<file path="config.mk">
export PLATFORM = sky130hd
export DESIGN_NAME = noc_packet_injector_flat
export DESIGN_NICKNAME = d
export VERILOG_FILES = /design/src/rtl/noc_packet_injector_pkg.sv /design/src/rtl/noc_packet_injector_if.sv /design/src/rtl/noc_inj_desc_fifo.sv /design/src/rtl/noc_packet_injector.sv /design/src/flat_wrapper.sv
export SDC_FILE = /design/constraint.sdc
export NUM_CORES = 1
export LEC_CHECK = 0
export BUFFER_PORTS_ARGS = -buffer_cell sky130_fd_sc_hd__buf_2
export CAP_MARGIN = 20
export CORE_AREA = 2 2 104 106
export CTS_CLUSTER_DIAMETER = 30
export DETAILED_ROUTE_END_ITERATION = 8
export DIE_AREA = 0 0 106 108
export GPL_ROUTABILITY_DRIVEN = 0
export PLACE_DENSITY = 0.72
export SYNTH_ARGS = -nofsm -noshare
export SYNTH_HDL_FRONTEND = slang
export SYNTH_SLANG_ARGS = --single-unit
</file>
<file path="constraint.sdc">
create_clock -name noc_clk -period 2.6 [get_ports noc_clk]
set_input_delay 0.52 -clock noc_clk [delete_from_list [all_inputs] [get_ports noc_clk]]
set_output_delay 0.52 -clock noc_clk [all_outputs]
set_load 0.02 [all_outputs]
</file>
<file path="src/rtl/noc_packet_injector_pkg.sv">
// Shared widths, flit types, head-flit field layout and mesh size for the NoC packet injector.
package noc_packet_injector_pkg;

  localparam int unsigned FLIT_DATA_W = 32;
  localparam int unsigned COORD_W     = 4;
  localparam int unsigned LEN_W       = 4;
  localparam int unsigned SEQ_W       = 4;

  localparam int unsigned NocXSize = 4;
  localparam int unsigned NocYSize = 4;

  localparam int unsigned HeadDstXOff = 28;
  localparam int unsigned HeadDstYOff = 24;
  localparam int unsigned HeadSrcXOff = 20;
  localparam int unsigned HeadSrcYOff = 16;
  localparam int unsigned HeadLenOff  = 12;
  localparam int unsigned HeadSeqOff  = 8;

  typedef enum logic [1:0] {
    FlitHead     = 2'd0,
    FlitBody     = 2'd1,
    FlitTail     = 2'd2,
    FlitHeadTail = 2'd3
  } flit_type_e;

  typedef enum logic [1:0] {
    StIdle,
    StSendHead,
    StSendPld
  } inj_state_e;

  typedef struct packed {
    logic [COORD_W-1:0] dst_x;
    logic [COORD_W-1:0] dst_y;
    logic [LEN_W-1:0]   len;
  } desc_t;

  localparam int unsigned DescW = $bits(desc_t);

  function automatic logic [FLIT_DATA_W-1:0] head_word(
    input logic [COORD_W-1:0] dst_x,
    input logic [COORD_W-1:0] dst_y,
    input logic [COORD_W-1:0] src_x,
    input logic [COORD_W-1:0] src_y,
    input logic [LEN_W-1:0]   len,
    input logic [SEQ_W-1:0]   seq
  );
    logic [FLIT_DATA_W-1:0] w;
    w = '0;
    w[HeadDstXOff +: COORD_W] = dst_x;
    w[HeadDstYOff +: COORD_W] = dst_y;
    w[HeadSrcXOff +: COORD_W] = src_x;
    w[HeadSrcYOff +: COORD_W] = src_y;
    w[HeadLenOff +: LEN_W]    = len;
    w[HeadSeqOff +: SEQ_W]    = seq;
    return w;
  endfunction

endpackage

</file>
<file path="src/rtl/noc_packet_injector_if.sv">
// Descriptor, payload and flit handshake bundle; master is the injector, slave its environment.
interface noc_packet_injector_if;
  import noc_packet_injector_pkg::*;

  logic                   desc_valid;
  logic                   desc_ready;
  logic [COORD_W-1:0]     desc_dst_x;
  logic [COORD_W-1:0]     desc_dst_y;
  logic [LEN_W-1:0]       desc_len;
  logic                   pld_valid;
  logic                   pld_ready;
  logic [FLIT_DATA_W-1:0] pld_data;
  logic                   flit_valid;
  logic                   flit_ready;
  flit_type_e             flit_type;
  logic [FLIT_DATA_W-1:0] flit_data;
  logic                   err_drop;

  modport master (
    input  desc_valid, desc_dst_x, desc_dst_y, desc_len,
    output desc_ready,
    input  pld_valid, pld_data,
    output pld_ready,
    output flit_valid, flit_type, flit_data,
    input  flit_ready,
    output err_drop
  );

  modport slave (
    output desc_valid, desc_dst_x, desc_dst_y, desc_len,
    input  desc_ready,
    output pld_valid, pld_data,
    input  pld_ready,
    input  flit_valid, flit_type, flit_data,
    output flit_ready,
    input  err_drop
  );

endinterface

</file>
<file path="src/rtl/noc_inj_desc_fifo.sv">
// In-order descriptor FIFO with synchronous active-low reset; Depth must be a power of 2.
module noc_inj_desc_fifo #(
  parameter int unsigned Width = 12,
  parameter int unsigned Depth = 4
) (
  input  logic             clk,
  input  logic             rst_n,
  input  logic             push,
  input  logic [Width-1:0] wdata,
  output logic             full,
  input  logic             pop,
  output logic [Width-1:0] rdata,
  output logic             empty
);

  localparam int unsigned PtrW = $clog2(Depth);

  logic [Width-1:0] mem_q [Depth];
  logic [PtrW-1:0]  wr_ptr_q, rd_ptr_q;
  logic [PtrW:0]    cnt_q;
  logic             push_en, pop_en;

  assign full    = (cnt_q == (PtrW + 1)'(Depth));
  assign empty   = (cnt_q == '0);
  assign push_en = push && !full;
  assign pop_en  = pop && !empty;
  assign rdata   = mem_q[rd_ptr_q];

  always_ff @(posedge clk) begin
    if (!rst_n) begin
      wr_ptr_q <= '0;
      rd_ptr_q <= '0;
      cnt_q    <= '0;
    end else begin
      if (push_en) wr_ptr_q <= wr_ptr_q + 1'b1;
      if (pop_en)  rd_ptr_q <= rd_ptr_q + 1'b1;
      unique case ({push_en, pop_en})
        2'b10:   cnt_q <= cnt_q + 1'b1;
        2'b01:   cnt_q <= cnt_q - 1'b1;
        default: cnt_q <= cnt_q;
      endcase
    end
  end

  always_ff @(posedge clk) begin
    if (push_en) mem_q[wr_ptr_q] <= wdata;
  end

endmodule

</file>
<file path="src/rtl/noc_packet_injector.sv">
// Turns queued descriptors plus payload words into HEAD/BODY/TAIL flits for a router local port.
// Define NOC_INJ_STATS_EN to add saturating packet and stall counters.
module noc_packet_injector
  import noc_packet_injector_pkg::*;
#(
  parameter int unsigned X_ID       = 0,
  parameter int unsigned Y_ID       = 0,
  parameter int unsigned DESC_DEPTH = 4
) (
  input  logic                         noc_clk,
  input  logic                         noc_rst_n,
  noc_packet_injector_if.master        inj
`ifdef NOC_INJ_STATS_EN
  ,
  output logic [15:0]                  stat_pkt_cnt,
  output logic [15:0]                  stat_stall_cnt
`endif
);

  desc_t      fifo_wdata, fifo_rdata;
  logic       fifo_full, fifo_empty, fifo_push, fifo_pop;

  inj_state_e             state_q, state_d;
  desc_t                  cur_q, cur_d;
  logic [LEN_W-1:0]       rem_q, rem_d;
  logic [SEQ_W-1:0]       seq_q, seq_d;
  logic                   flit_valid_q, flit_valid_d;
  flit_type_e             flit_type_q, flit_type_d;
  logic [FLIT_DATA_W-1:0] flit_data_q, flit_data_d;
  logic                   err_drop_q, err_drop_d;
  logic                   out_free, pld_ready_c, take_next, desc_ok;

  assign fifo_wdata     = '{dst_x: inj.desc_dst_x, dst_y: inj.desc_dst_y, len: inj.desc_len};
  assign inj.desc_ready = noc_rst_n && !fifo_full;
  assign fifo_push      = inj.desc_valid && inj.desc_ready;

  noc_inj_desc_fifo #(
    .Width (DescW),
    .Depth (DESC_DEPTH)
  ) u_desc_fifo (
    .clk   (noc_clk),
    .rst_n (noc_rst_n),
    .push  (fifo_push),
    .wdata (fifo_wdata),
    .full  (fifo_full),
    .pop   (fifo_pop),
    .rdata (fifo_rdata),
    .empty (fifo_empty)
  );

  assign out_free = !flit_valid_q || inj.flit_ready;
  assign desc_ok  = ({1'b0, fifo_rdata.dst_x} < (COORD_W + 1)'(NocXSize)) &&
                    ({1'b0, fifo_rdata.dst_y} < (COORD_W + 1)'(NocYSize));

  always_comb begin
    state_d      = state_q;
    cur_d        = cur_q;
    rem_d        = rem_q;
    seq_d        = seq_q;
    flit_valid_d = flit_valid_q && !inj.flit_ready;
    flit_type_d  = flit_type_q;
    flit_data_d  = flit_data_q;
    err_drop_d   = 1'b0;
    fifo_pop     = 1'b0;
    pld_ready_c  = 1'b0;
    take_next    = 1'b0;

    unique case (state_q)
      StIdle: begin
        take_next = out_free;
      end
      StSendHead: begin
        if (out_free) begin
          flit_valid_d = 1'b1;
          flit_data_d  = head_word(cur_q.dst_x, cur_q.dst_y, COORD_W'(X_ID), COORD_W'(Y_ID),
                                   cur_q.len, seq_q);
          seq_d        = seq_q + 1'b1;
          if (cur_q.len == '0) begin
            flit_type_d = FlitHeadTail;
            state_d     = StIdle;
            take_next   = 1'b1;
          end else begin
            flit_type_d = FlitHead;
            rem_d       = cur_q.len;
            state_d     = StSendPld;
          end
        end
      end
      StSendPld: begin
        pld_ready_c = out_free;
        if (inj.pld_valid && pld_ready_c) begin
          flit_valid_d = 1'b1;
          flit_data_d  = inj.pld_data;
          rem_d        = rem_q - 1'b1;
          if (rem_q == LEN_W'(1)) begin
            flit_type_d = FlitTail;
            state_d     = StIdle;
            take_next   = 1'b1;
          end else begin
            flit_type_d = FlitBody;
          end
        end
      end
      default: state_d = StIdle;
    endcase

    // Popping while the last flit is loaded lets the next head follow without a bubble.
    if (take_next && !fifo_empty) begin
      fifo_pop = 1'b1;
      cur_d    = fifo_rdata;
      if (desc_ok) begin
        state_d = StSendHead;
      end else begin
        err_drop_d = 1'b1;
        state_d    = StIdle;
      end
    end
  end

  always_ff @(posedge noc_clk) begin
    if (!noc_rst_n) begin
      state_q      <= StIdle;
      cur_q        <= '0;
      rem_q        <= '0;
      seq_q        <= '0;
      flit_valid_q <= 1'b0;
      flit_type_q  <= FlitHead;
      flit_data_q  <= '0;
      err_drop_q   <= 1'b0;
    end else begin
      state_q      <= state_d;
      cur_q        <= cur_d;
      rem_q        <= rem_d;
      seq_q        <= seq_d;
      flit_valid_q <= flit_valid_d;
      flit_type_q  <= flit_type_d;
      flit_data_q  <= flit_data_d;
      err_drop_q   <= err_drop_d;
    end
  end

  assign inj.pld_ready  = noc_rst_n && pld_ready_c;
  assign inj.flit_valid = flit_valid_q;
  assign inj.flit_type  = flit_type_q;
  assign inj.flit_data  = flit_data_q;
  assign inj.err_drop   = err_drop_q;

`ifdef NOC_INJ_STATS_EN
  logic [15:0] pkt_cnt_q, stall_cnt_q;
  logic        pkt_done, stall;

  assign pkt_done = flit_valid_q && inj.flit_ready &&
                    ((flit_type_q == FlitTail) || (flit_type_q == FlitHeadTail));
  assign stall    = flit_valid_q && !inj.flit_ready;

  always_ff @(posedge noc_clk) begin
    if (!noc_rst_n) begin
      pkt_cnt_q   <= '0;
      stall_cnt_q <= '0;
    end else begin
      if (pkt_done && (pkt_cnt_q != 16'hFFFF)) pkt_cnt_q <= pkt_cnt_q + 1'b1;
      if (stall && (stall_cnt_q != 16'hFFFF))  stall_cnt_q <= stall_cnt_q + 1'b1;
    end
  end

  assign stat_pkt_cnt   = pkt_cnt_q;
  assign stat_stall_cnt = stall_cnt_q;
`endif

endmodule
</file>
<file path="src/flat_wrapper.sv">
// flat-port wrapper written by rule: the top's interface ports become plain ports
module noc_packet_injector_flat import noc_packet_injector_pkg::*;
#(
  parameter int unsigned X_ID       = 0,
  parameter int unsigned Y_ID       = 0,
  parameter int unsigned DESC_DEPTH = 4
)
  (noc_clk, noc_rst_n, inj_desc_valid, inj_desc_dst_x, inj_desc_dst_y, inj_desc_len, inj_desc_ready, inj_pld_valid, inj_pld_data, inj_pld_ready, inj_flit_valid, inj_flit_type, inj_flit_data, inj_flit_ready, inj_err_drop);
  noc_packet_injector_if inj_i ();
  input  logic noc_clk;
  input  logic noc_rst_n;
  input wire logic [$bits(inj_i.desc_valid)-1:0] inj_desc_valid;
  input wire logic [$bits(inj_i.desc_dst_x)-1:0] inj_desc_dst_x;
  input wire logic [$bits(inj_i.desc_dst_y)-1:0] inj_desc_dst_y;
  input wire logic [$bits(inj_i.desc_len)-1:0] inj_desc_len;
  output wire logic [$bits(inj_i.desc_ready)-1:0] inj_desc_ready;
  input wire logic [$bits(inj_i.pld_valid)-1:0] inj_pld_valid;
  input wire logic [$bits(inj_i.pld_data)-1:0] inj_pld_data;
  output wire logic [$bits(inj_i.pld_ready)-1:0] inj_pld_ready;
  output wire logic [$bits(inj_i.flit_valid)-1:0] inj_flit_valid;
  output wire logic [$bits(inj_i.flit_type)-1:0] inj_flit_type;
  output wire logic [$bits(inj_i.flit_data)-1:0] inj_flit_data;
  input wire logic [$bits(inj_i.flit_ready)-1:0] inj_flit_ready;
  output wire logic [$bits(inj_i.err_drop)-1:0] inj_err_drop;
  assign inj_i.desc_valid = inj_desc_valid;
  assign inj_i.desc_dst_x = inj_desc_dst_x;
  assign inj_i.desc_dst_y = inj_desc_dst_y;
  assign inj_i.desc_len = inj_desc_len;
  assign inj_desc_ready = inj_i.desc_ready;
  assign inj_i.pld_valid = inj_pld_valid;
  assign inj_i.pld_data = inj_pld_data;
  assign inj_pld_ready = inj_i.pld_ready;
  assign inj_flit_valid = inj_i.flit_valid;
  assign inj_flit_type = inj_i.flit_type;
  assign inj_flit_data = inj_i.flit_data;
  assign inj_i.flit_ready = inj_flit_ready;
  assign inj_err_drop = inj_i.err_drop;
  noc_packet_injector #(.X_ID(X_ID), .Y_ID(Y_ID), .DESC_DEPTH(DESC_DEPTH)) u_core (.noc_clk(noc_clk), .noc_rst_n(noc_rst_n), .inj(inj_i));
endmodule
</file>
-- Yosys cells after proc, flatten, opt, wreduce, memory -nomap -nowiden
Memory sizes are Yosys's and may differ from the RTL's. A register that Yosys moved wholly into a read port is not among the register bits.
Index checks and enable logic that the tools add are counted.
- bits of input ports: 49
- bits in writable memories: 48
- bits in latches: 0
- register bits: 65
- memories kept: 1
- output and inout bits: 38
- bits in read-only memories: 0
- memory list (name ; depth ; width ; rd ports ; clocked after memory_dff ; write ports ; line ; source):
    u_core.u_desc_fifo.mem_q ; 4 ; 12 ; 1 ; 1 ; 1 ; noc_inj_desc_fifo.sv:18 ; logic [Width-1:0] mem_q [Depth];
- equal/unequal tests: 13
- multiplexer cells: 35
- $mul: 0
- divide/modulo/power cells: 0
- shift-type cells: 0
- bitwise gates (word level): 0
- $lt $le $gt $ge: 2
- add/sub/neg operators: 6
- reduce and logical (&&, ||, !) cells: 24
- operators with widths (operator ; count):
    two-way mux 32 bit ; 2
    case mux 32 bit (2 select lines) ; 1
    two-way mux 2 bit ; 11
    two-way mux 1 bit ; 12
    two-way mux 4 bit ; 3
    logical AND 1 bit ; 9
    != test 3 x 1 -> 1 bit, second input constant ; 3
    < comparator 4 x 3 -> 1 bit, second input constant ; 2
    case mux 4 bit (2 select lines) ; 1
    AND reduction 4 bit ; 2
    != test 2 x 1 -> 1 bit, second input constant ; 3
    case mux 2 bit (3 select lines) ; 1
    case mux 3 bit (2 select lines) ; 1
    adder 2 x 1 -> 2 bit, second input constant ; 2
    adder 4 x 1 -> 4 bit, second input constant ; 1
    equality test 2 x 1 -> 1 bit, second input constant ; 2
    equality test 2 bit, second input constant ; 2
    equality test 4 x 1 -> 1 bit, second input constant ; 1
    zero test 1 bit ; 4
    zero test 4 bit ; 1
    case mux 2 bit (2 select lines) ; 1
    AND reduction 2 bit ; 2
    nonzero test 2 bit ; 2
    subtractor 4 x 1 -> 4 bit, second input constant ; 1
    other kinds (10) ; 10

-- Logic depth before layout (Yosys ltp)
- word-level depth: 10
- gate-level depth with buffers: 11
- mapped depth without buffers: 10

-- Modules after synthesis
Synthesis repeated with hierarchy kept, for this count alone.
- cells, all modules: 393
- area total of the unflattened synthesis: 4770.8 µm²
- by module, submodules not included (module ; area an instance (µm²) ; cells each ; instances):
    noc_packet_injector ; 2548.7 ; 277 ; 1
    noc_inj_desc_fifo ; 2222.1 ; 116 ; 1

-- Least setup slack after synthesis
OpenSTA, ideal clock, no wires.
- kind: input to register
- start: in noc_rst_n
- end: reg u_core.u_desc_fifo.cnt_q[2]
- path slack: -0.286 ns
- data required time: 2.524 ns
- cell stages on the path: 10
- library setup time: 0.076 ns
- arrival time: 2.811 ns
- cells stage by stage: clkbuf_1 > inv_1 > a21oi_1 > and2_1 > inv_1 > ha_1 > fa_1 > xnor2_1 > or3_1 > a21boi_0
- longest elaborated chain between the ends: 5
- elaborated cells on any way between the ends: 7
- those cells by class: eq/ne (2); mux (1); reduce/logical (4)
- RTL lines (what ; line ; source):
    start: declaration ; flat_wrapper.sv:11 ; input logic noc_rst_n;
    logical AND 1 bit (*) ; noc_packet_injector.sv:34 ; assign inj.desc_ready = noc_rst_n && !fifo_full;
    named net inj_desc_ready ; flat_wrapper.sv:16 ; output wire logic [$bits(inj_i.desc_ready)-1:0] inj_desc_ready;
    logical AND 1 bit (*) ; noc_packet_injector.sv:35 ; assign fifo_push = inj.desc_valid && inj.desc_ready;
    logical AND 1 bit (*) ; noc_inj_desc_fifo.sv:25 ; assign push_en = push && !full;
    equality test 2 x 1 -> 1 bit or equality test 2 bit (tied branches) ; noc_inj_desc_fifo.sv:37 ; unique case ({push_en, pop_en})
    case mux 3 bit (2 select lines) or nonzero test 2 bit (tied branches) ; -- ;
    end signal: assignment ; noc_inj_desc_fifo.sv:38 ; 2'b10: cnt_q <= cnt_q + 1'b1;
    end signal: assignment ; noc_inj_desc_fifo.sv:39 ; 2'b01: cnt_q <= cnt_q - 1'b1;
    end signal: assignment ; noc_inj_desc_fifo.sv:40 ; default: cnt_q <= cnt_q;
    end: declaration ; noc_inj_desc_fifo.sv:20 ; logic [PtrW:0] cnt_q;
The timed path passes the listed nets; every way through them passes the cells marked *.
A chain may end at the register's enable or synchronous reset.

-- Worst setup path after layout
- start: reg u_core.state_q[0]
- end: out inj_pld_ready
- longest elaborated chain between the ends: 3
- RTL lines (what ; line ; source):
    start: declaration ; noc_packet_injector.sv:23 ; inj_state_e state_q, state_d;
    start signal: assignment ; noc_packet_injector.sv:122 ; state_q <= StIdle;
    start signal: assignment ; noc_packet_injector.sv:131 ; state_q <= state_d;
    equality test 2 bit ; noc_packet_injector.sv:68 ; unique case (state_q)
    two-way mux 1 bit ; noc_packet_injector.sv:68 ;
    logical AND 1 bit ; noc_packet_injector.sv:142 ; assign inj.pld_ready = noc_rst_n && pld_ready_c;
    end: declaration ; flat_wrapper.sv:19 ; output wire logic [$bits(inj_i.pld_ready)-1:0] inj_pld_ready;
Every way passes these cells.

==> out/qor.csv <==
stage,metric,value,unit
outcome,outcome,completed,
placement,portBuffers,86,
power,combPwrFrac,0.224,
placement,dpl_cell_area,0.00543,sq mm
finish,final_common_cell,buf_2,
timing,fmax,0.406,GHz
finish,nets,542,
drt,drtPass1Iterations,5,
finish,multi_input_area,0.00193,sq mm
die,fp-row-count,37,
clock_tree,cts_made_buffers,17,
synth,synth_flop_cell,dfxtp_1,
worst_setup_path,criticalPathCategory,reg2out,
die,die_x,106,microns
power,leakagePower,0.00240,uW
min_path,hold_start,inj_desc_dst_y[1],
finish,fillerInstances,835,
power,p_clk_frac,0.382,
synth,ys_ff_latch,115,
clock_tree,ctsResizeCount,2,
clock_tree,clock_path_buffers,2,
synth,syn_area,0.00484,sq mm
power,switchingPower,1630,uW
drt,drt-initial-drc-count,321,
finish,fin_util,0.587,
clock_tree,post_cts_buffers,0,
global_routing,gr-total-overflow,0,
synth,syn-mean-instance-area,12.4,sq um
synth,syn_nets,451,
worst_setup_path,timing.rr.end,u_core.u_desc_fifo.cnt_q[2],
clock_tree,clkSinkCount,115,
timing,fin_setup_tns,0,ns
synth,synth-seq-area-share,0.575,
worst_setup_path,cp_slowest_cell,dfxtp_1,
die,die_y,108,microns
placement,dp.cells,597,
timing,rsz0062_at_grt,false,
worst_setup_path,reg2reg_from,u_core.cur_q[0],
drt,drc,0,
finish,final_cells,629,
job,drv_cap,0,
power,pwr-share-seq,0.394,
timing,setup_violations,0,
worst_setup_path,path_depth,6,
timing,final-hold-violation-count,0,
power,ir_drop,0.496,mV
drt,dr_total_vias,3226,
power,p_sw_frac,0.285,
die,io_pins,87,
timing,fin_crit_sh,0.947,
worst_setup_path,cp.required,2.08,ns
synth,synthArstFlopShare,0,
finish,mostFrequentLayoutCells,"buf_2, dfxtp_1, edfxtp_1",
clock_tree,insertion_delay,0.51,ns
finish,drive_gt1_frac,0.276,
worst_setup_path,reg2reg_depth,8,
worst_setup_path,arrival,1.94,ns
worst_setup_path,max_stage_delay,0.33,ns
drt,avgViaCountPerCell,5.13,
global_routing,grt_max_degree,55,
global_routing,grt_pass1_wl,15.7,mm
synth,ys_warn_count,0,
worst_setup_path,start_kind,flop,
drt,route.detailed.wl_per_inst,15.5,microns
clock_tree,ctsHoldBuffers,0,
min_path,worstHoldPathCells,1,
synth,syn_inst,389,
global_routing,grt_pass1_vias,3159,
finish,final_area,0.00601,sq mm
worst_setup_path,critPathTopFamily,buffers and inverters,
drt,drtAntennaViolNets,0,
timing,period_needed,2.46,ns
min_path,holdPathEnd,u_core.u_desc_fifo.mem_q[1][5],
drt,wirelength,9.74,mm
die,dieArea,0.0114,sq mm
worst_setup_path,end_kind,output port,
power,p_int,4100,uW
synth,yosysUniqueCellTypes,49,
timing,slew_headroom,0.350,
power,total_power,5730,uW
worst_setup_path,r2r_slack,0.14,ns
finish,diodes,0,
placement,dp_hpwl,6.46,mm
clock_tree,htree_levels,4,
power,powerDensity,953,mW/mm^2
clock_tree,cts_tree,built,
timing,tightestPinTransition,0.975,ns
timing,drv_slew,0,
clock_tree,root_buffer,clkbuf_8,
worst_setup_path,path_buf_inv,4,
finish,seq_area,0.00278,sq mm
timing,finalClockSkew,0.00801,ns
finish,area_delta_synth_final,24.2,%
die,core,0.0102,sq mm
worst_setup_path,critPathMaxFanout,26,
die,start_util,0.473,
min_path,hp-class,in2reg,
clock_tree,clkSlewWorstSetupHoldPaths,0.06,ns
worst_setup_path,path_cells,inv_1 -> ha_2 -> buf_8 -> clkinv_2 -> nor3_2 -> buf_2,
synth,synth-edff-count,48,
global_routing,antenna_found_initial,0,
global_routing,grtUsageTotal,0.181,
## area by class of cell
type / count / area share
tap: 136 / 0.0283
clock buffer: 19 / 0.0718
timing repair buffer: 96 / 0.0854
clock inverter: 13 / 0.0227
sequential: 115 / 0.463
multi-input combinational: 239 / 0.322
inverter: 11 / 0.00708
## kinds of logic after synthesis
kind of cell,Yosys count,share of synthesized area
flops,115,0.575
buf+inv,35,0.0316
xor+xnor,6,0.0109
mux,43,0.129
simple gates,117,0.121
fa+ha+maj,13,0.0352
compound gates,60,0.0973
## cell usage after synthesis, drive strengths merged, types with 9 or more instances
library cell,number,area share
clkbuf,18,0.014
nand2,36,0.028
nand3,22,0.023
nor2b,17,0.022
mux4,12,0.064
ha,12,0.031
mux2i,30,0.062
nor2,13,0.010
o211a,9,0.019
edfxtp,48,0.30
dfxtp,67,0.28
a21boi,21,0.033
inv,9,0.0070
## worst max path at each step
stage	to	from	slack, ns
floorplan	u_core.u_desc_fifo.cnt_q[2]	noc_rst_n	0.09
global placement	u_core.u_desc_fifo.cnt_q[2]	noc_rst_n	0.24
detailed placement	u_core.u_desc_fifo.cnt_q[2]	noc_rst_n	0.12
CTS	inj_pld_ready	u_core.state_q[0]	0.04
global route	inj_pld_ready	u_core.state_q[0]	0.001
finish	inj_pld_ready	u_core.state_q[0]	0.14
## state kept, by name, indices dropped and copies added, names as in the netlist, named ones only
signal / count
u_core.u_desc_fifo.mem_q: 48
u_core.inj.flit_data: 32
u_core.cur_q: 12
u_core.rem_q: 4
u_core.seq_q: 4
u_core.u_desc_fifo.cnt_q: 3
u_core.inj.flit_type: 2
u_core.state_q: 2
u_core.u_desc_fifo.rd_ptr_q: 2
u_core.u_desc_fifo.wr_ptr_q: 2
u_core.inj.err_drop: 1
u_core.inj.flit_valid: 1
## power groups by stage
stage | sequential (uW) | clock (uW) | combinational [uW]
5_1_grt | 2290 | 2300 | 1420
6_report | 2260 | 2190 | 1280
3_3_place_gp | 2290 | 0 | 1240
3_5_place_dp | 2300 | 0 | 1280
2_1_floorplan | 2280 | 0 | 973
4_1_cts | 2260 | 2230 | 1300
## per-layer routing
metal  wire length (microns)  vias up  GRT usage
met5                       0        -          0
met4                      79        0     0.0658
met3                     527        8     0.0573
met2                    4490      102      0.291
met1                    4640     1513      0.231
li1                        -     1603          -
## stage by stage
stage,hold WS (ns),setup WS [ns]
floorplan,0.457,0.0923
global placement,0.433,0.244
detailed placement,0.443,0.118
CTS,0.203,0.0372
global route,0.209,0.00148
finish,0.223,0.137
(Power assumes the default switching activity.)
